**src/rtl/cla_nibble_serial_adder_pkg.sv**
```systemverilog
// Shared definitions for the nibble-serial CLA add/subtract engine:
// FSM state encodings and the slice width.
package cla_nibble_serial_adder_pkg;

  localparam int NIB_W = 4;

  typedef enum logic [1:0] {
    IDLE = 2'd0,
    RUN  = 2'd1,
    DONE = 2'd2
  } state_t;

endpackage

```
**src/rtl/cla_nibble_serial_adder_if.sv**
```systemverilog
// Start/done request bus between an operand source and the serial adder.
interface cla_nibble_serial_adder_if #(
  parameter int WIDTH = 16
);

  logic             start;
  logic             sub;
  logic [WIDTH-1:0] a;
  logic [WIDTH-1:0] b;
  logic             cin;
  logic             busy;
  logic             done;
  logic [WIDTH-1:0] sum;
  logic             cout;
  logic             ovf;

  modport master (
    output start, sub, a, b, cin,
    input  busy, done, sum, cout, ovf
  );

  modport slave (
    input  start, sub, a, b, cin,
    output busy, done, sum, cout, ovf
  );

endinterface

```
**src/rtl/cla_slice4.sv**
```systemverilog
// 4-bit CLA slice: internal ripple for the sum, group propagate/generate
// outputs so the caller can form the carry out of the slice.
module cla_slice4
  import cla_nibble_serial_adder_pkg::*;
(
  input  logic [NIB_W-1:0] a,
  input  logic [NIB_W-1:0] b,
  input  logic             cin,
  output logic [NIB_W-1:0] sum,
  output logic             blockp,
  output logic             blockg
);

  logic [NIB_W-1:0] p;
  logic [NIB_W-1:0] g;
  logic [NIB_W-1:0] c;

  always_comb begin
    p    = a ^ b;
    g    = a & b;
    c    = '0;
    c[0] = cin;
    for (int i = 0; i < NIB_W - 1; i++) begin
      c[i+1] = g[i] | (p[i] & c[i]);
    end
    sum    = p ^ c;
    blockp = &p;
    blockg = g[3] | (p[3] & g[2]) | (p[3] & p[2] & g[1]) | (p[3] & p[2] & p[1] & g[0]);
  end

endmodule

```
**src/rtl/cla_nibble_serial_adder.sv**
```systemverilog
// WIDTH-bit add/subtract engine that reuses one 4-bit CLA slice, one nibble
// per clock LSB first, with the inter-nibble carry held in a flop.
module cla_nibble_serial_adder
  import cla_nibble_serial_adder_pkg::*;
#(
  parameter int WIDTH = 16
) (
  input  logic                      clk,
  input  logic                      rst,
  cla_nibble_serial_adder_if.slave  bus
);

  localparam int NSLICE = WIDTH / NIB_W;
  localparam int IDX_W  = (NSLICE > 1) ? $clog2(NSLICE) : 1;
  localparam logic [IDX_W-1:0] LAST_IDX = IDX_W'(NSLICE - 1);

  state_t             state_q;
  state_t             state_d;
  logic               accept;
  logic               run;
  logic               last;

  logic [IDX_W-1:0]   idx_q;
  logic               carry_q;
  logic [WIDTH-1:0]   sum_q;
  logic               cout_q;
  logic               ovf_q;
  logic [WIDTH-1:0]   opa_q;
  logic [WIDTH-1:0]   opb_q;

  logic [NIB_W-1:0]   slice_a;
  logic [NIB_W-1:0]   slice_b;
  logic [NIB_W-1:0]   slice_sum;
  logic               blockp;
  logic               blockg;
  logic               carry_nxt;

  assign run  = (state_q == RUN);
  assign last = run && (idx_q == LAST_IDX);

  always_ff @(posedge clk or posedge rst) begin
    if (rst) state_q <= IDLE;
    else     state_q <= state_d;
  end

  always_comb begin
    state_d = state_q;
    accept  = 1'b0;
    unique case (state_q)
      IDLE: begin
        if (bus.start) begin
          state_d = RUN;
          accept  = 1'b1;
        end
      end
      RUN: begin
        if (idx_q == LAST_IDX) state_d = DONE;
      end
      DONE: begin
        if (bus.start) begin
          state_d = RUN;
          accept  = 1'b1;
        end else begin
          state_d = IDLE;
        end
      end
      default: state_d = IDLE;
    endcase
  end

  // slice stage: current nibble of each operand plus the carry flop
  assign slice_a = opa_q[{idx_q, 2'b00} +: NIB_W];
  assign slice_b = opb_q[{idx_q, 2'b00} +: NIB_W];

  cla_slice4 u_slice (
    .a      (slice_a),
    .b      (slice_b),
    .cin    (carry_q),
    .sum    (slice_sum),
    .blockp (blockp),
    .blockg (blockg)
  );

  assign carry_nxt = blockg | (blockp & carry_q);

  // Operands only matter after an accept, so they carry no reset.
  always_ff @(posedge clk) begin
    if (accept) begin
      opa_q <= bus.a;
      opb_q <= bus.sub ? ~bus.b : bus.b;
    end
  end

  // result stage: nibble write-back, carry chain and final flags
  always_ff @(posedge clk or posedge rst) begin
    if (rst) begin
      idx_q   <= '0;
      carry_q <= 1'b0;
      sum_q   <= '0;
      cout_q  <= 1'b0;
      ovf_q   <= 1'b0;
    end else if (accept) begin
      idx_q   <= '0;
      carry_q <= bus.sub | bus.cin;
      sum_q   <= '0;
    end else if (run) begin
      sum_q[{idx_q, 2'b00} +: NIB_W] <= slice_sum;
      carry_q <= carry_nxt;
      if (last) begin
        idx_q  <= '0;
        cout_q <= carry_nxt;
        ovf_q  <= (opa_q[WIDTH-1] == opb_q[WIDTH-1]) &&
                  (slice_sum[NIB_W-1] != opa_q[WIDTH-1]);
      end else begin
        idx_q <= idx_q + 1'b1;
      end
    end
  end

  assign bus.busy = run;
  assign bus.done = (state_q == DONE);
  assign bus.sum  = sum_q;
  assign bus.cout = cout_q;
  assign bus.ovf  = ovf_q;

endmodule

```
**src/flat_wrapper.sv**
```systemverilog
// flat-port wrapper written by rule: the top's interface ports become plain ports
module cla_nibble_serial_adder_flat import cla_nibble_serial_adder_pkg::*;
#(
  parameter int WIDTH = 16
)
  (clk, rst, bus_start, bus_sub, bus_a, bus_b, bus_cin, bus_busy, bus_done, bus_sum, bus_cout, bus_ovf);
  cla_nibble_serial_adder_if #(.WIDTH(WIDTH)) bus_i ();
  input  logic clk;
  input  logic rst;
  input wire logic [$bits(bus_i.start)-1:0] bus_start;
  input wire logic [$bits(bus_i.sub)-1:0] bus_sub;
  input wire logic [$bits(bus_i.a)-1:0] bus_a;
  input wire logic [$bits(bus_i.b)-1:0] bus_b;
  input wire logic [$bits(bus_i.cin)-1:0] bus_cin;
  output wire logic [$bits(bus_i.busy)-1:0] bus_busy;
  output wire logic [$bits(bus_i.done)-1:0] bus_done;
  output wire logic [$bits(bus_i.sum)-1:0] bus_sum;
  output wire logic [$bits(bus_i.cout)-1:0] bus_cout;
  output wire logic [$bits(bus_i.ovf)-1:0] bus_ovf;
  assign bus_i.start = bus_start;
  assign bus_i.sub = bus_sub;
  assign bus_i.a = bus_a;
  assign bus_i.b = bus_b;
  assign bus_i.cin = bus_cin;
  assign bus_busy = bus_i.busy;
  assign bus_done = bus_i.done;
  assign bus_sum = bus_i.sum;
  assign bus_cout = bus_i.cout;
  assign bus_ovf = bus_i.ovf;
  cla_nibble_serial_adder #(.WIDTH(WIDTH)) u_core (.clk(clk), .rst(rst), .bus(bus_i));
endmodule
```
**config.mk**
```make
export PLATFORM = sky130hd
export DESIGN_NAME = cla_nibble_serial_adder_flat
export DESIGN_NICKNAME = d
export VERILOG_FILES = /design/src/rtl/cla_nibble_serial_adder_pkg.sv /design/src/rtl/cla_nibble_serial_adder_if.sv /design/src/rtl/cla_slice4.sv /design/src/rtl/cla_nibble_serial_adder.sv /design/src/flat_wrapper.sv
export SDC_FILE = /design/constraint.sdc
export NUM_CORES = 1
export LEC_CHECK = 0
export ABC_AREA = 1
export BUFFER_PORTS_ARGS = -buffer_cell sky130_fd_sc_hd__buf_4
export CORE_UTILIZATION = 58
export CTS_CLUSTER_SIZE = 28
export DETAILED_ROUTE_END_ITERATION = 16
export PLACE_DENSITY = 0.84
export SYNTH_ARGS = -nofsm -noshare
export SYNTH_HDL_FRONTEND = slang
export SYNTH_SLANG_ARGS = --single-unit
```
**constraint.sdc**
```tcl
create_clock -name clk -period 4.55 [get_ports clk]
set_input_delay 0.6825 -clock clk [delete_from_list [all_inputs] [get_ports clk]]
set_output_delay 0.6825 -clock clk [all_outputs]
set_load 0.1 [all_outputs]
```
==> reports/results.ini, run 1 <==
[detailed_routing]
dr_total_vias = 1972
detailedRoute.firstPassIterationCount = 4
drc = 0
wl_mm = 5.15
drtIter0Drc = 156
vias_per_cell = 5.16
postRouteAntennaNets = 0
post_drt_wl_per_cell_um = 13.5

[clock_tree]
cts_made_buffers = 5
ctsLongestPathBuffers = 2
post_cts_resized = 0
cts.reportedPaths.clkPinSlew_ps = 90
htree_levels = 2
cts_setup_buffers = 0
clk-insertion-delay-late_ps = 300
cts.sinks = 55
cts-hold-fix-buffers = 0
cts_tree = built
root_buffer_master = clkbuf_8

[global_route]
grt.busiest_layer = met2
gr-usage-met2_pct = 38.5
global_route_wire_length_before_repair_mm = 8.73
global_route.overflow_total = 0
grt_antenna_before_repair = 0
grt_use_total_pct = 22.9
met1_track_utilization_from_global_routing_pct = 28.3
grt_pass1_vias = 1991
globalRouteMet3Util_pct = 5.38
grt_max_degree = 39

[synth]
syn_area_per_cell_um2 = 9.79
ys_types = 25
synth_top_cells_by_count = nand2_1, edfxtp_1, nor2_1
synth_sequential_area_ratio_pct = 57.9
yosys_warnings = 0
synth_top_cell_by_area = edfxtp_1
ys_async_sr_fraction_pct = 41.8
synthTopCellsByArea = edfxtp_1, dfrtp_1, nand2_1
mappedNetlistArea_um2 = 2650
postSynthNetCount = 319
most_repeated_cell_in_the_gate_level_netlist_after_synthesis = nand2_1
synth_edf_count = 32
netlist.area_leader.share_pct = 36.2
primary_flip_flop_cell_chosen_by_synthesis_mapping = edfxtp_1
synthCells = 271
synth_seq_cells = 55

[cells_and_area]
sequential_standard_cell_area_um2 = 1540
stdcell_count = 382
fill_cells = 327
layout-drive-gt1-share_pct = 22.4
antenna_cells = 0
layout.nets = 377
areaGrowthSynthToFinish_pct = 20.4
multi_input_area_um2 = 971

[die]
floorplan.io_pins = 57
floorplan.rows = 24
core-area_um2 = 4380
dieHeight_um = 69.6
dieArea_um2 = 4850
chipWidth_um = 69.6
start_util_pct = 60.5

[placement]
placedCellCount = 374
buffer_ports.inserted = 56
hpwl_mm = 3.76
gp_routability_congestion = 0.858

[job]
drv_cap = 0

[worst_setup_path]
worstPathArrival_ps = 3370
endpoint_kind = register
criticalPathCategory = register to register
critical_path_required_ps = 4800
critical_path.max_fanout = 28
critPathLaunchType = register
timing.reg2reg.setup_slack_ps = 1420

[timing]
fmax_mhz = 320
max_slew.worst_pin.slew_ps = 880
whs_ps = 484
final_max_slew_viol_count = 0
totalNegativeSetupSlack_ps = 0
layout_skew_ps = 4.29
final_min_period_over_clock_period_pct = 68.7
relSlewSlack_pct = 41.2
final_hold_viol_count = 0
finalSetupViolCount = 0
grt_setup_unrepaired = no
layout_min_cycle_time_ps = 3130

[status]
outcome = finished, final reports clean

[worst_hold_path]
min_path_type = register to register

## logic make-up after synthesis
family	count (synthesis)	synth area share, %
DFF	55	57.9
adders and majority gates	11	6.04
xor gates and xnor gates	16	5.28
AOI/OAI and AO/OA	28	6.13
and+or+nand+nor	125	19.2
buffers and inverters	36	5.47
## layer usage
metal	routed length (um)	up-vias
li1	-	981
met1	2200	902
met2	2560	79
met3	293	10
met4	92	0
met5	0	-
## metrics by stage
| step | cell area [um2] | utilization, % | worst slack, ps |
|---|---|---|---|
| floorplan | 2650 | - | 2090 |
| global placement | 3110 | 71.0 | 1730 |
| detailed placement | 3110 | 71.0 | 1480 |
| CTS | 3190 | 72.9 | 1450 |
| global route | 3190 | 72.9 | 1160 |
| finish | 3190 | 72.9 | 1420 |
## layout make-up
class                   count  area share (%)
multi-input cells         180            30.4
flip-flops and latches     55            48.1
clock buffers               6            2.27
clock inverters             2           0.235
repair buffers             57            13.4
inverters                  30            3.56
well taps                  52            2.04
## layout by cell type (no fill, tap or decap), types with 2 or more instances in the layout
| master | netlist | layout |
|---|---|---|
| nand2_1 | 78 | 78 |
| buf_4 | 1 | 57 |
| edfxtp_1 | 32 | 32 |
| nor2_1 | 29 | 29 |
| inv_1 | 28 | 28 |
| dfrtp_1 | 23 | 23 |
| o21ai_0 | 16 | 16 |
| xor2_1 | 16 | 16 |
| nand3_1 | 9 | 9 |
| ha_1 | 8 | 8 |
| o22ai_1 | 7 | 7 |
| clkbuf_8 | 0 | 5 |
| nor2_2 | 4 | 4 |
| nand2_2 | 3 | 3 |
| fa_1 | 3 | 3 |
| clkinv_1 | 0 | 2 |
## flip-flops by register name (all words and copies together) (netlist names)
| register | count |
|---|---|
| u_core.opa_q | 16 |
| u_core.carry_q | 1 |
| u_core.bus.sum | 16 |
| u_core.idx_q | 2 |
| u_core.bus.ovf | 1 |
| u_core.opb_q | 16 |
| u_core.bus.cout | 1 |
| u_core.state_q | 2 |
## critical path, stage by stage (launching register included)
cell     delay [ps]
dfrtp_1         670
inv_2           330
o21ai_0         280
o22ai_1         150
fa_1            410
inv_1            80
fa_1            170
inv_1            50
fa_1            380
nand2_1         130
nand3_1         120
nor2_1          160
nand2_1          80
nand2_1          60
## path summary, 6_finish.rpt
kind                       cells past startpoint            endpoint          startpoint
min                                            2  u_core.bus.sum[11]  u_core.bus.sum[11]
min reg2reg                                    2  u_core.bus.sum[11]  u_core.bus.sum[11]
max                                           13  u_core.bus.sum[15]     u_core.idx_q[0]
max in group asynchronous                      2      u_core.carry_q                 rst
min in group asynchronous                      2   u_core.bus.sum[9]                 rst
max reg2reg                                   13  u_core.bus.sum[15]     u_core.idx_q[0]
Power of run 1 is left out: the tool's default activity adds up to more than one toggle a clock period on the data nets, which glitch-free logic cannot reach.
==> inputs of run 2 (changes only) <==
- CORE_UTILIZATION: 58 -> 49
- PLACE_DENSITY: 0.84 -> 0.76
- clock period: 4.55 -> 2.73 ns (I/O delays scaled with it)
==> run 2 against run 1 <==
  * Clock-buffer cell count did not move
  * Critical path depth is the same
  * Routed wire length shrank 4.0%
  * First-iteration DRC count is 7.1% lower
  * Largest cell class unchanged
==> reports/results.ini, run 2 (synthesis gave the netlist of run 1 again) <==
[status]
outcome = finished, final reports clean

[detailed_routing]
drtIter0Drc = 145  ; -7.1%
vias_per_cell = 4.81  ; -6.8%
dr_total_vias = 1949  ; -1.2%
post_drt_wl_per_cell_um = 12.2  ; -9.4%
postRouteAntennaNets = 0  ; unchanged
detailedRoute.firstPassIterationCount = 4  ; unchanged
drc = 0  ; unchanged
wl_mm = 4.94  ; -4.0%

[clock_tree]
clk-insertion-delay-late_ps = 300  ; about the same
post_cts_resized = 0  ; unchanged
ctsLongestPathBuffers = 2  ; unchanged
cts.sinks = 55  ; unchanged
cts-hold-fix-buffers = 0  ; unchanged
cts_made_buffers = 5  ; unchanged
cts_tree = built
root_buffer_master = clkbuf_8
cts.reportedPaths.clkPinSlew_ps = 90  ; about the same
htree_levels = 2  ; unchanged
cts_setup_buffers = 0  ; unchanged

[timing]
relSlewSlack_pct = 42.2  ; +0.99 points
layout_skew_ps = 2.31  ; -1.98 ps
totalNegativeSetupSlack_ps = 0  ; unchanged
layout_min_cycle_time_ps = 2440  ; -682 ps
final_max_slew_viol_count = 0  ; unchanged
fmax_mhz = 409  ; +28%
final_min_period_over_clock_period_pct = 89.5  ; +21 points
grt_setup_unrepaired = no
final_hold_viol_count = 0  ; unchanged
max_slew.worst_pin.slew_ps = 866  ; -14.9 ps
finalSetupViolCount = 0  ; unchanged

[worst_setup_path]
cp_cell_sequence = inv_2, o21ai_0, o22ai_1, fa_1, inv_1, fa_1, inv_1, fa_1, nand2_1, nand3_1, nor2_1, nand2_1, nand2_1
crit_buf_inv = 3  ; unchanged
worstSetupEndpoint = u_core.bus.sum[15]
path_delay_family = adder cells
timing.reg2reg.setup_slack_ps = 290  ; -1140 ps
regToRegStartpoint = u_core.idx_q[0]
endpoint_kind = register
critPathLaunchType = register
worstPathArrival_ps = 2690  ; -680 ps
startpoint = u_core.idx_q[0]
crit-reg2reg-capture = u_core.bus.sum[15]
critical_path_required_ps = 2980  ; -1820 ps
criticalPathCategory = register to register
critical_path.max_fanout = 10  ; -64%
cp_slowest_cell = dfrtp_2
slowest_delay_ps = 470  ; -200 ps
worstSetupPathDepth = 13  ; unchanged
timing.reg2reg.worst_path_depth = 13  ; unchanged

[global_route]
grt_pass1_vias = 1887  ; -5.2%
global_route.overflow_total = 0  ; unchanged
global_route_wire_length_before_repair_mm = 8.32  ; -4.7%
grt_use_total_pct = 20.1  ; -2.8 points
grt_max_degree = 39  ; unchanged
grt_antenna_before_repair = 0  ; unchanged

[cells_and_area]
layout-drive-gt1-share_pct = 24.5  ; +2.1 points
layout.nets = 382  ; +1.3%
sequential_standard_cell_area_um2 = 1540  ; about the same
fill_cells = 453  ; +39%
areaGrowthSynthToFinish_pct = 22.9
most-common-layout-cells = nand2_1, buf_4, edfxtp_1
antenna_cells = 0  ; unchanged
layout_commonest_cell = nand2_1
final_cell_area_um2 = 3260  ; +2.1%
multi_input_area_um2 = 971  ; unchanged

[placement]
post_detailed_placement_cell_area_um2 = 3170  ; +1.9%
buffer_ports.inserted = 56  ; unchanged
gp_routability_congestion = 0.867  ; +1.1%
hpwl_mm = 3.81  ; +1.3%

[die]
floorplan.io_pins = 57  ; unchanged
dieHeight_um = 75.6  ; +8.5%
core-area_um2 = 5170  ; +18%
chipWidth_um = 75.6  ; +8.5%
dieArea_um2 = 5710  ; +18%
floorplan.rows = 26  ; +8.3%
start_util_pct = 51.3  ; -9.2 points

[worst_hold_path]
min_path_type = input pin to register

[job]
drv_cap = 0  ; unchanged

-- run 2: stage by stage --
| stage | hold WS, ps | instances | worst slack (ps) | util (%) |
|---|---|---|---|---|
| after floorplan | 411 | 271 | 273 | - |
| after CTS | 259 | 405 | 182 | 63.0 |
| after global routing | 254 | 405 | 35.5 | 63.0 |
| final | 274 | 405 | 286 | 63.0 |
| after global placement | 464 | 397 | 320 | 61.4 |
| after detailed placement | 467 | 397 | 180 | 61.4 |
-- run 2: worst reg2reg max path: stages, from the launching register on --
cell and delay, ps:
dfrtp_2 470, inv_2 90, o21ai_0 150, o22ai_1 130
fa_1 400, inv_1 70, fa_1 160, inv_1 50
fa_1 380, nand2_1 120, nand3_1 110, nor2_1 130
nand2_1 70, nand2_1 60
-- run 2: worst min path at each step --
stage | start | to | slack (ps) | cells past startpoint
finish | bus_a[9] | u_core.opa_q[9] | 270 | 1
global route | bus_a[3] | u_core.opa_q[3] | 250 | 1
CTS | bus_a[7] | u_core.opa_q[7] | 260 | 1
detailed placement | u_core.bus.sum[11] | u_core.bus.sum[11] | 470 | 2
global placement | u_core.bus.sum[10] | u_core.bus.sum[10] | 460 | 2
floorplan | rst | u_core.bus.cout | 410 | 1
-- run 2: routing by layer --
layer	global-route usage [%]	part of all wire, %	up-vias
met1	24.0	44	888
met4	9.47	2.3	0
li1	-	-	992
met3	4.89	5.0	11
met2	34.3	49	58
met5	0	0	-
-- run 2: area by class of cell --
type	instances	share of cell area [%]
Sequential cell	55	47.2
Tap cell	70	2.69
Timing Repair Buffer	62	14.3
Clock buffer	6	2.23
Multi-Input combinational cell	180	29.8
Clock inverter	2	0.384
Inverter	30	3.49
Power of run 2 is left out for the same reason.
